===== config.mk =====
export PLATFORM = sky130hd
export DESIGN_NAME = l1_tlb_refill_ctrl
export DESIGN_NICKNAME = d
export VERILOG_FILES = /design/src/rtl/l1_tlb_refill_ctrl.sv
export SDC_FILE = /design/constraint.sdc
export NUM_CORES = 1
export LEC_CHECK = 0
export ABC_CLOCK_PERIOD_IN_PS = 22300
export CAP_MARGIN = 20
export CORE_UTILIZATION = 60
export CTS_BUF_LIST = sky130_fd_sc_hd__clkbuf_2
export DETAILED_ROUTE_END_ITERATION = 7
export PLACE_DENSITY = 0.81
export SYNTH_ARGS = -nofsm -noshare
export SYNTH_HDL_FRONTEND = slang
export SYNTH_SLANG_ARGS = --single-unit

===== constraint.sdc =====
create_clock -name clock -period 22.3 [get_ports clock]
set_input_delay 4.46 -clock clock [delete_from_list [all_inputs] [get_ports clock]]
set_output_delay 4.46 -clock clock [all_outputs]
set_load 0.01 [all_outputs]

===== src/rtl/l1_tlb_refill_ctrl.sv =====
// 8-entry L1 TLB: tag/PPN/permission store, 0-cycle lookup, and the
// miss -> L2 request -> refill controller that feeds L1_except_detec.
module l1_tlb_refill_ctrl #(
   parameter int VPN_BITS = 27,
   parameter int PPN_BITS = 20,
   parameter int ENTRIES  = 8
) (
   input  logic                clock,
   input  logic                reset,
   input  logic                io_req_valid,
   output logic                io_req_ready,
   input  logic [VPN_BITS-1:0] io_req_vpn,
   input  logic                io_req_bits_store,
   input  logic                io_vm_enabled,
   input  logic                io_sfence_valid,
   output logic                io_resp_miss,
   output logic [PPN_BITS-1:0] io_resp_ppn,
   output logic [ENTRIES:0]    hits,
   output logic [ENTRIES-1:0]  u_array,
   output logic [ENTRIES-1:0]  sw_array,
   output logic [ENTRIES-1:0]  sx_array,
   output logic [ENTRIES-1:0]  sr_array,
   output logic [ENTRIES-1:0]  xr_array,
   output logic [ENTRIES-1:0]  dirty_array,
   input  logic [ENTRIES:0]    dirty_hit_check,
   output logic                io_l2_req_valid,
   input  logic                io_l2_req_ready,
   output logic [VPN_BITS-1:0] io_l2_req_vpn,
   input  logic                io_l2_resp_valid,
   input  logic [PPN_BITS-1:0] io_l2_resp_ppn,
   input  logic                io_l2_resp_u,
   input  logic                io_l2_resp_sw,
   input  logic                io_l2_resp_sx,
   input  logic                io_l2_resp_sr,
   input  logic                io_l2_resp_xr,
   input  logic                io_l2_resp_d,
   input  logic                io_l2_resp_pf
);
   localparam int IW = $clog2(ENTRIES);

   typedef enum logic [1:0] {S_IDLE, S_REQ, S_WAIT} state_t;

   state_t                             state_q, state_d;
   logic [ENTRIES-1:0]                 valid_q, valid_d;
   logic [ENTRIES-1:0][VPN_BITS-1:0]   tag_q, tag_d;
   logic [ENTRIES-1:0][PPN_BITS-1:0]   ppn_q, ppn_d;
   logic [ENTRIES-1:0]                 u_q, u_d, sw_q, sw_d, sx_q, sx_d;
   logic [ENTRIES-1:0]                 sr_q, sr_d, xr_q, xr_d, d_q, d_d;
   logic [VPN_BITS-1:0]                miss_vpn_q, miss_vpn_d;
   logic [IW-1:0]                      idx_q, idx_d, rr_q, rr_d;
   logic                               from_rr_q, from_rr_d;
   logic                               kill_q, kill_d;

   logic [ENTRIES-1:0]  hits_lo;
   logic                dirty_fail, miss, has_inv;
   logic [IW-1:0]       hit_idx, inv_idx;
   logic [PPN_BITS-1:0] ppn_or;

   // Lookup: tag compare, hit encode, lowest invalid slot, OR of hit PPNs.
   // The store type is already folded into dirty_hit_check upstream.
   always_comb begin
      hit_idx = '0;
      inv_idx = '0;
      has_inv = 1'b0;
      ppn_or  = '0;
      for (int i = 0; i < ENTRIES; i++) begin
         hits_lo[i] = valid_q[i] & (tag_q[i] == io_req_vpn) & io_vm_enabled;
         if (hits_lo[i]) begin
            hit_idx = IW'(i);
            ppn_or  = ppn_or | ppn_q[i];
         end
      end
      for (int i = ENTRIES-1; i >= 0; i--) begin
         if (!valid_q[i]) begin
            inv_idx = IW'(i);
            has_inv = 1'b1;
         end
      end
   end

   assign hits         = {~io_vm_enabled, hits_lo};
   // hits[8] is only set with VM off, where miss is masked anyway.
   assign dirty_fail   = |(hits & ~dirty_hit_check);
   assign miss         = io_req_valid & io_vm_enabled & ((hits_lo == '0) | dirty_fail);
   assign io_req_ready = (state_q == S_IDLE);
   assign io_resp_miss = miss | (io_req_valid & ~io_req_ready) | (io_req_bits_store & 1'b0);
   assign io_resp_ppn  = io_vm_enabled ? ppn_or : io_req_vpn[PPN_BITS-1:0];
   assign io_l2_req_valid = (state_q == S_REQ);
   assign io_l2_req_vpn   = miss_vpn_q;
   assign u_array     = u_q;
   assign sw_array    = sw_q;
   assign sx_array    = sx_q;
   assign sr_array    = sr_q;
   assign xr_array    = xr_q;
   assign dirty_array = d_q;

   // Next-state: miss capture, L2 handshake, refill write and sfence flush.
   always_comb begin
      state_d    = state_q;
      valid_d    = valid_q;
      tag_d      = tag_q;
      ppn_d      = ppn_q;
      u_d        = u_q;
      sw_d       = sw_q;
      sx_d       = sx_q;
      sr_d       = sr_q;
      xr_d       = xr_q;
      d_d        = d_q;
      miss_vpn_d = miss_vpn_q;
      idx_d      = idx_q;
      from_rr_d  = from_rr_q;
      rr_d       = rr_q;
      kill_d     = kill_q;
      case (state_q)
         S_IDLE: begin
            if (miss) begin
               miss_vpn_d = io_req_vpn;
               state_d    = S_REQ;
               // Reusing the hit slot on a dirty miss keeps tags unique.
               if (dirty_fail) begin
                  idx_d     = hit_idx;
                  from_rr_d = 1'b0;
               end else if (has_inv) begin
                  idx_d     = inv_idx;
                  from_rr_d = 1'b0;
               end else begin
                  idx_d     = rr_q;
                  from_rr_d = 1'b1;
               end
            end
         end
         S_REQ: begin
            if (io_l2_req_ready) state_d = S_WAIT;
         end
         S_WAIT: begin
            if (io_l2_resp_valid) begin
               if (!io_l2_resp_pf && !kill_q && !io_sfence_valid) begin
                  valid_d[idx_q] = 1'b1;
                  tag_d[idx_q]   = miss_vpn_q;
                  ppn_d[idx_q]   = io_l2_resp_ppn;
                  u_d[idx_q]     = io_l2_resp_u;
                  sw_d[idx_q]    = io_l2_resp_sw;
                  sx_d[idx_q]    = io_l2_resp_sx;
                  sr_d[idx_q]    = io_l2_resp_sr;
                  xr_d[idx_q]    = io_l2_resp_xr;
                  d_d[idx_q]     = io_l2_resp_d;
                  if (from_rr_q) rr_d = rr_q + IW'(1);
               end
               kill_d  = 1'b0;
               state_d = S_IDLE;
            end
         end
         default: state_d = S_IDLE;
      endcase
      // Flush wins over a same-cycle refill; an in-flight walk is poisoned.
      if (io_sfence_valid) begin
         valid_d = '0;
         if (state_q != S_IDLE && !(state_q == S_WAIT && io_l2_resp_valid))
            kill_d = 1'b1;
      end
   end

   // State registers with asynchronous reset.
   always_ff @(posedge clock or posedge reset) begin
      if (reset) begin
         state_q    <= S_IDLE;
         valid_q    <= '0;
         tag_q      <= '0;
         ppn_q      <= '0;
         u_q        <= '0;
         sw_q       <= '0;
         sx_q       <= '0;
         sr_q       <= '0;
         xr_q       <= '0;
         d_q        <= '0;
         miss_vpn_q <= '0;
         idx_q      <= '0;
         from_rr_q  <= 1'b0;
         rr_q       <= '0;
         kill_q     <= 1'b0;
      end else begin
         state_q    <= state_d;
         valid_q    <= valid_d;
         tag_q      <= tag_d;
         ppn_q      <= ppn_d;
         u_q        <= u_d;
         sw_q       <= sw_d;
         sx_q       <= sx_d;
         sr_q       <= sr_d;
         xr_q       <= xr_d;
         d_q        <= d_d;
         miss_vpn_q <= miss_vpn_d;
         idx_q      <= idx_d;
         from_rr_q  <= from_rr_d;
         rr_q       <= rr_d;
         kill_q     <= kill_d;
      end
   end
endmodule


=== Yosys cells after proc, flatten, opt, wreduce, memory -nomap -nowiden ===
Index checks and enable logic that the tools add are counted.

* Add/sub/neg operators: 1
* Multiply operators: 0
* Divide/modulo/power cells: 0
* Order comparisons: 2
* Eq/ne operators: 13
* Shifts and indexed selects: 0
* Muxes and demuxes: 62
* Bitwise logic cells: 33
* Reduce and logical (&&, ||, !) cells: 21

{| class="wikitable"
|+ Operator list
! cell !! count
|-
| $bwmux W216 || 1
|-
| $eq A27 B27 Y1 || 8
|-
| $mux W20 || 10
|-
| $bwmux W160 || 1
|-
| $or A20 B20 Y20 || 7
|-
| $demux W27 S3 || 1
|-
| $demux W20 S3 || 1
|-
| $bwmux W8 || 6
|-
| $mux W3 || 15
|-
| $mux W8 || 4
|-
| $mux W27 || 1
|-
| $and A1 B1 Y1 || 19
|-
| $mux W1 || 16
|-
| $and A9 B9 Y9 || 1
|-
| $not A9 Y9 || 1
|-
| $reduce_and A3 Y1 || 3
|-
| $reduce_or A9 Y1 || 1
|-
| $logic_not A8 Y1 || 1
|-
| $mux W2 || 4
|-
| $or A8 B8 Y8 || 1
|-
| $reduce_bool A2 Y1 || 4
|-
| $pmux W2 S3 || 1
|-
| $logic_and A1 B1 Y1 || 5
|-
| $logic_not A1 Y1 || 4
|-
| 13 further kinds || 16
|}

* Flip-flop bits (word level): 469
* Bits in latches: 0
* Bits in writable memories: 0
* ROM bits: 0
* Input port bits: 71
* Output and inout port bits: 107
* Word-level logic and storage cells: 161
* Memories kept: 0

=== Depth between registers and ports, before layout ===
* Depth in word-level cells: 19
* Mapped depth: 10
* Gate-level depth less buffers: 8

=== Least setup slack after synthesis ===
Ideal clock, no wire load.

* Kind: input-to-output
* Start point: input port io_req_vpn[16]
* End point: output port io_resp_ppn[10]
* Data arrival time: 6686 ps
* Data required time: 17840 ps
* Path slack: 11154 ps
* Stages on the path: 8
* Buffers on the path: 2
* Cells stage by stage: buf_2 xor2_1 or4_1 or4_4 nor4_4 clkbuf_1 a221oi_1 nand3_1

* Elaborated cells between the ends (all ways): 40
* Classes of those cells: eq/ne: 8; mux: 9; bitwise: 23

{| class="wikitable"
|+ RTL lines
! item !! RTL line !! RTL
|-
| from (decl) || 12 || <nowiki>input logic [VPN_BITS-1:0] io_req_vpn,</nowiki>
|-
| $eq A27 B27 Y1 * || 67 || <nowiki>hits_lo[i] = valid_q[i] & (tag_q[i] == io_req_vpn) & io_vm_enabled;</nowiki>
|-
| $and A1 B1 Y1 * (2 in series) || 67 ||
|-
| net hits[4] || 18 || <nowiki>output logic [ENTRIES:0] hits,</nowiki>
|-
| $mux W20 * || 68 || <nowiki>if (hits_lo[i]) begin</nowiki>
|-
| $or A20 B20 Y20 || 70 || <nowiki>ppn_or = ppn_or | ppn_q[i];</nowiki>
|-
| $mux W20 * || 68 ||
|-
| $or A20 B20 Y20 || 70 ||
|-
| $mux W20 * || 68 ||
|-
| $or A20 B20 Y20 || 70 ||
|-
| $mux W20 * || 68 ||
|-
| $mux W20 * || 87 || <nowiki>assign io_resp_ppn = io_vm_enabled ? ppn_or : io_req_vpn[PPN_BITS-1:0];</nowiki>
|-
| to (decl) || 17 || <nowiki>output logic [PPN_BITS-1:0] io_resp_ppn,</nowiki>
|}

The timed path passes the listed nets; every way through them passes the cells marked *.

=== Worst setup path after layout ===
* Start point: input port io_req_vpn[24]
* End point: output port io_resp_miss

* Longest elaborated chain between the ends: 8
* Elaborated cells between the ends (all ways): 30
* Classes of those cells: eq/ne: 8; bitwise: 20; reduce/logical: 2

{| class="wikitable"
|+ RTL lines
! item !! RTL line !! RTL
|-
| $eq A27 B27 Y1 || 67 ||
|-
| $and A1 B1 Y1 (2 in series) || 67 ||
|-
| $and A9 B9 Y9 || 83 || <nowiki>assign dirty_fail = |(hits & ~dirty_hit_check);</nowiki>
|-
| $reduce_or A9 Y1 || 83 ||
|-
| $or A1 B1 Y1 * || 84 || <nowiki>assign miss = io_req_valid & io_vm_enabled & ((hits_lo == '0) | dirty_fail);</nowiki>
|-
| $and A1 B1 Y1 * || 84 ||
|-
| $or A1 B1 Y1 * || 86 || <nowiki>assign io_resp_miss = miss | (io_req_valid & ~io_req_ready) | (io_req_bits_store & 1'b0);</nowiki>
|-
| to (decl) || 16 || <nowiki>output logic io_resp_miss,</nowiki>
|}

Every way passes the cells marked *; elsewhere a longest branch is shown, timed or not.

==> results.json <==
{
  "ys_types": 50,
  "p_leak_nw": 12.17,
  "finalSetupViolations": 0,
  "dr.pass1.iters": 8,
  "r2r_slack_ns": 17.73,
  "cp.required_ns": 17.84,
  "placed_area_um2": 23950,
  "cts_buffers": 114,
  "yosysTopAreaCell": "dfrtp_1",
  "yosysWarnings": 0,
  "initial_core_util": 0.6091,
  "cts_resized": 0,
  "fin_crit_sh": 0.5915,
  "startpoint": "io_req_vpn[24]",
  "worst_skew_pair.late_latency_ns": 1.08,
  "cp_slowest_stage_delay_ns": 0.89,
  "cts_sinks": 469,
  "postRouteWirelength_um": 61560,
  "syn-cell-area_um2": 21670,
  "async_flop_share": 1.000,
  "clk_pin_slew_ns": 0.10,
  "fin_skew_ns": 0.05432,
  "crit_buf_inv": 3,
  "cp_top_family": "buffers and inverters",
  "regArea_um2": 11740,
  "dieWidth_um": 192.0,
  "arrival_ns": 8.73,
  "regToRegEndpoint": "idx_q[0]",
  "cp_max_fo": 23,
  "start_kind": "primary input",
  "slew_headroom": 0.2758,
  "worst_path_most_repeated_cell": "clkdlybuf4s50_1",
  "synth_edf_count": 0,
  "slowest_stage": "nor4_1",
  "synth_top_area_share": 0.5417,
  "core_area_um2": 35570,
  "port-buffer-count": 176,
  "netlist_instances": 1599,
  "rsz0062_at_grt": "false",
  "ios": 178,
  "die_y_um": 192.0,
  "multi_input_area_um2": 9538,
  "status": "finished with violations",
  "violations": "DRC",
  "peakVddDrop_mv": 0.05558,
  "grt_max_degree": 111,
  "reg2reg_from": "tag_q[183]",
  "cts_root_buf": "clkbuf_2",
  "path_class": "in -> out",
  "fin_nets": 1904,
  "period_needed_ns": 13.19,
  "row_count": 69,
  "setup_ws_ns": 9.109,
  "avgViaCountPerCell": 6.276,
  "hpwlAfterDp_um": 39330,
  "cts_tree": "built",
  "power_density_nw_per_um2": 73.23,
  "cts_max_path_buffers": 3,
  "dp_slack_ns": 9.214,
  "yosysSeqAreaShare": 0.5417,
  "area.growth.synth_to_final_pct": 15.12,
  "ys_dominant_reg_cell": "dfrtp_1",
  "routabilityCongestion": 0.9735,
  "rr_worst_depth": 10,
  "tightest_slew_ns": 1.085,
  "antenna_found_initial": 2,
  "grt_pass1_vias": 15420,
  "cts_setup_buffers": 0,
  "grt_usage": 0.3462,
  "hold_buffers": 0,
  "ys_seq_elements": 469,
  "vias": 14860,
  "drv_slew": 0,
  "hold_viol_final": 0,
  "fillers": 2547,
  "endpoint_kind": "primary output",
  "dieArea_um2": 36870,
  "postSynthAreaPerCell_um2": 13.55,
  "synth_fp_nets": 1671,
  "endpoint": "io_resp_miss",
  "drtIter0Drc": 1283,
  "fin_area_um2": 24940,
  "htree_num_levels": 3,
  "fmax_ghz": 0.07581,
  "drive_above_1_share": 0.3565,
  "cap_violations": 0,
  "drcViolationCount": 1,
  "grt_pass1_wl_um": 93220,
  "overflow": 0,
  "hold_path.class": "reg -> reg",
  "final_util": 0.7012,
  "routedWlPerCell_um": 26.01,
  "fin_tns_setup_ns": 0,
  "synth.area.top_cells": "dfrtp_1, mux2_2, xor2_1",
  "crit_chain": "clkdlybuf4s50_1, xor2_1, nor4_1, nand4_1, nor4_2, buf_4, a222oi_1, and4_4, a21oi_1, o31a_1, clkdlybuf4s50_1",
  "ant_nets": 0,
  "cp_num_cells": 11
}
-- cell families after synthesis --
group,share of synthesized area
adders and majority gates,0.0005774
muxes,0.2435
AOI/OAI and AO/OA,0.03996
xor gates and xnor gates,0.08974
DFF,0.5417
and+or+nand+nor,0.06335
buffers and inverters,0.02119
-- synthesized netlist by cell type, drive strengths merged, types with 4 or more instances --
cell type / n
a21oi: 9
a221oi: 20
a222oi: 21
a22o: 20
a22oi: 21
and4: 4
buf: 33
clkbuf: 64
dfrtp: 469
inv: 13
mux2: 457
nand2: 26
nand3: 32
nand4: 42
nor2: 33
nor3: 9
nor3b: 4
nor4: 54
nor4b: 5
or4: 13
xnor2: 86
xor2: 136
-- per-layer routing --
layer  wire length, um  share of wire  track usage  vias up
li1                  -              -            -     6371
met1             25400           0.41       0.4573     7702
met2             29110           0.47       0.5482      644
met3              4825          0.078      0.07857      139
met4              2226          0.036       0.1529        0
met5                 0              0            0        -
-- through the flow --
stage | std cells | power, mW | hold WS (ns)
5_1_grt | 2367 | 1.907 | 0.5160
6_report | 2367 | 1.827 | 0.4864
4_1_cts | 2362 | 1.837 | 0.4845
3_3_place_gp | 2175 | 1.285 | 0.4671
2_1_floorplan | 1599 | 1.133 | 0.4460
3_5_place_dp | 2176 | 1.295 | 0.4645
-- final cells by class --
type,instances,area share
repair buffers,214,0.08302
well taps,461,0.02313
flip-flops and latches,469,0.4705
inverters,13,0.002257
diodes,4,0.0004013
clock buffers,157,0.03150
multi-input cells,1020,0.3824
clock inverters,29,0.006772
-- placed cells by master (no fill, tap or decap), drive strengths merged, types with 4 or more instances in the layout --
cell / n
nor3b: 4
nand3: 32
nor4b: 5
a21oi: 9
clkinv: 25
or4: 13
a221oi: 20
nand4: 42
dfrtp: 469
xnor2: 86
and4: 4
nor4: 54
a22oi: 21
mux2: 457
a22o: 20
clkbuf: 157
clkdlybuf4s50: 176
buf: 38
xor2: 136
nor3: 9
a222oi: 21
diode: 4
nand2: 26
inv: 14
nor2: 33
-- worst min path at each step --
| stage | slack (ns) | to | cells past startpoint | start |
|---|---|---|---|---|
| finish | 0.49 | rr_q[2] | 1 | rr_q[2] |
| global route | 0.52 | rr_q[2] | 1 | rr_q[2] |
| CTS | 0.48 | rr_q[2] | 1 | rr_q[2] |
| detailed placement | 0.46 | rr_q[2] | 1 | rr_q[2] |
| global placement | 0.47 | rr_q[2] | 1 | rr_q[2] |
| floorplan | 0.45 | rr_q[2] | 1 | rr_q[2] |
-- report_power, final --
| part | leakage [nW] | internal, mW | switching (mW) |
|---|---|---|---|
| combinational | 4.98 | 0.142 | 0.118 |
| clock | 0.731 | 0.210 | 0.337 |
| sequential | 6.46 | 0.911 | 0.108 |
| total | 12.2 | 1.26 | 0.563 |
-- flip-flops by register name, summed over array words and instances (netlist names) --
signal	flops
sw_array	8
sr_array	8
sx_array	8
u_array	8
rr_q	3
idx_q	3
kill_q	1
ppn_q	160
state_q	2
xr_array	8
dirty_array	8
tag_q	216
io_l2_req_vpn	27
valid_q	8
from_rr_q	1
No activity file was read; power rests on OpenSTA's default activity.
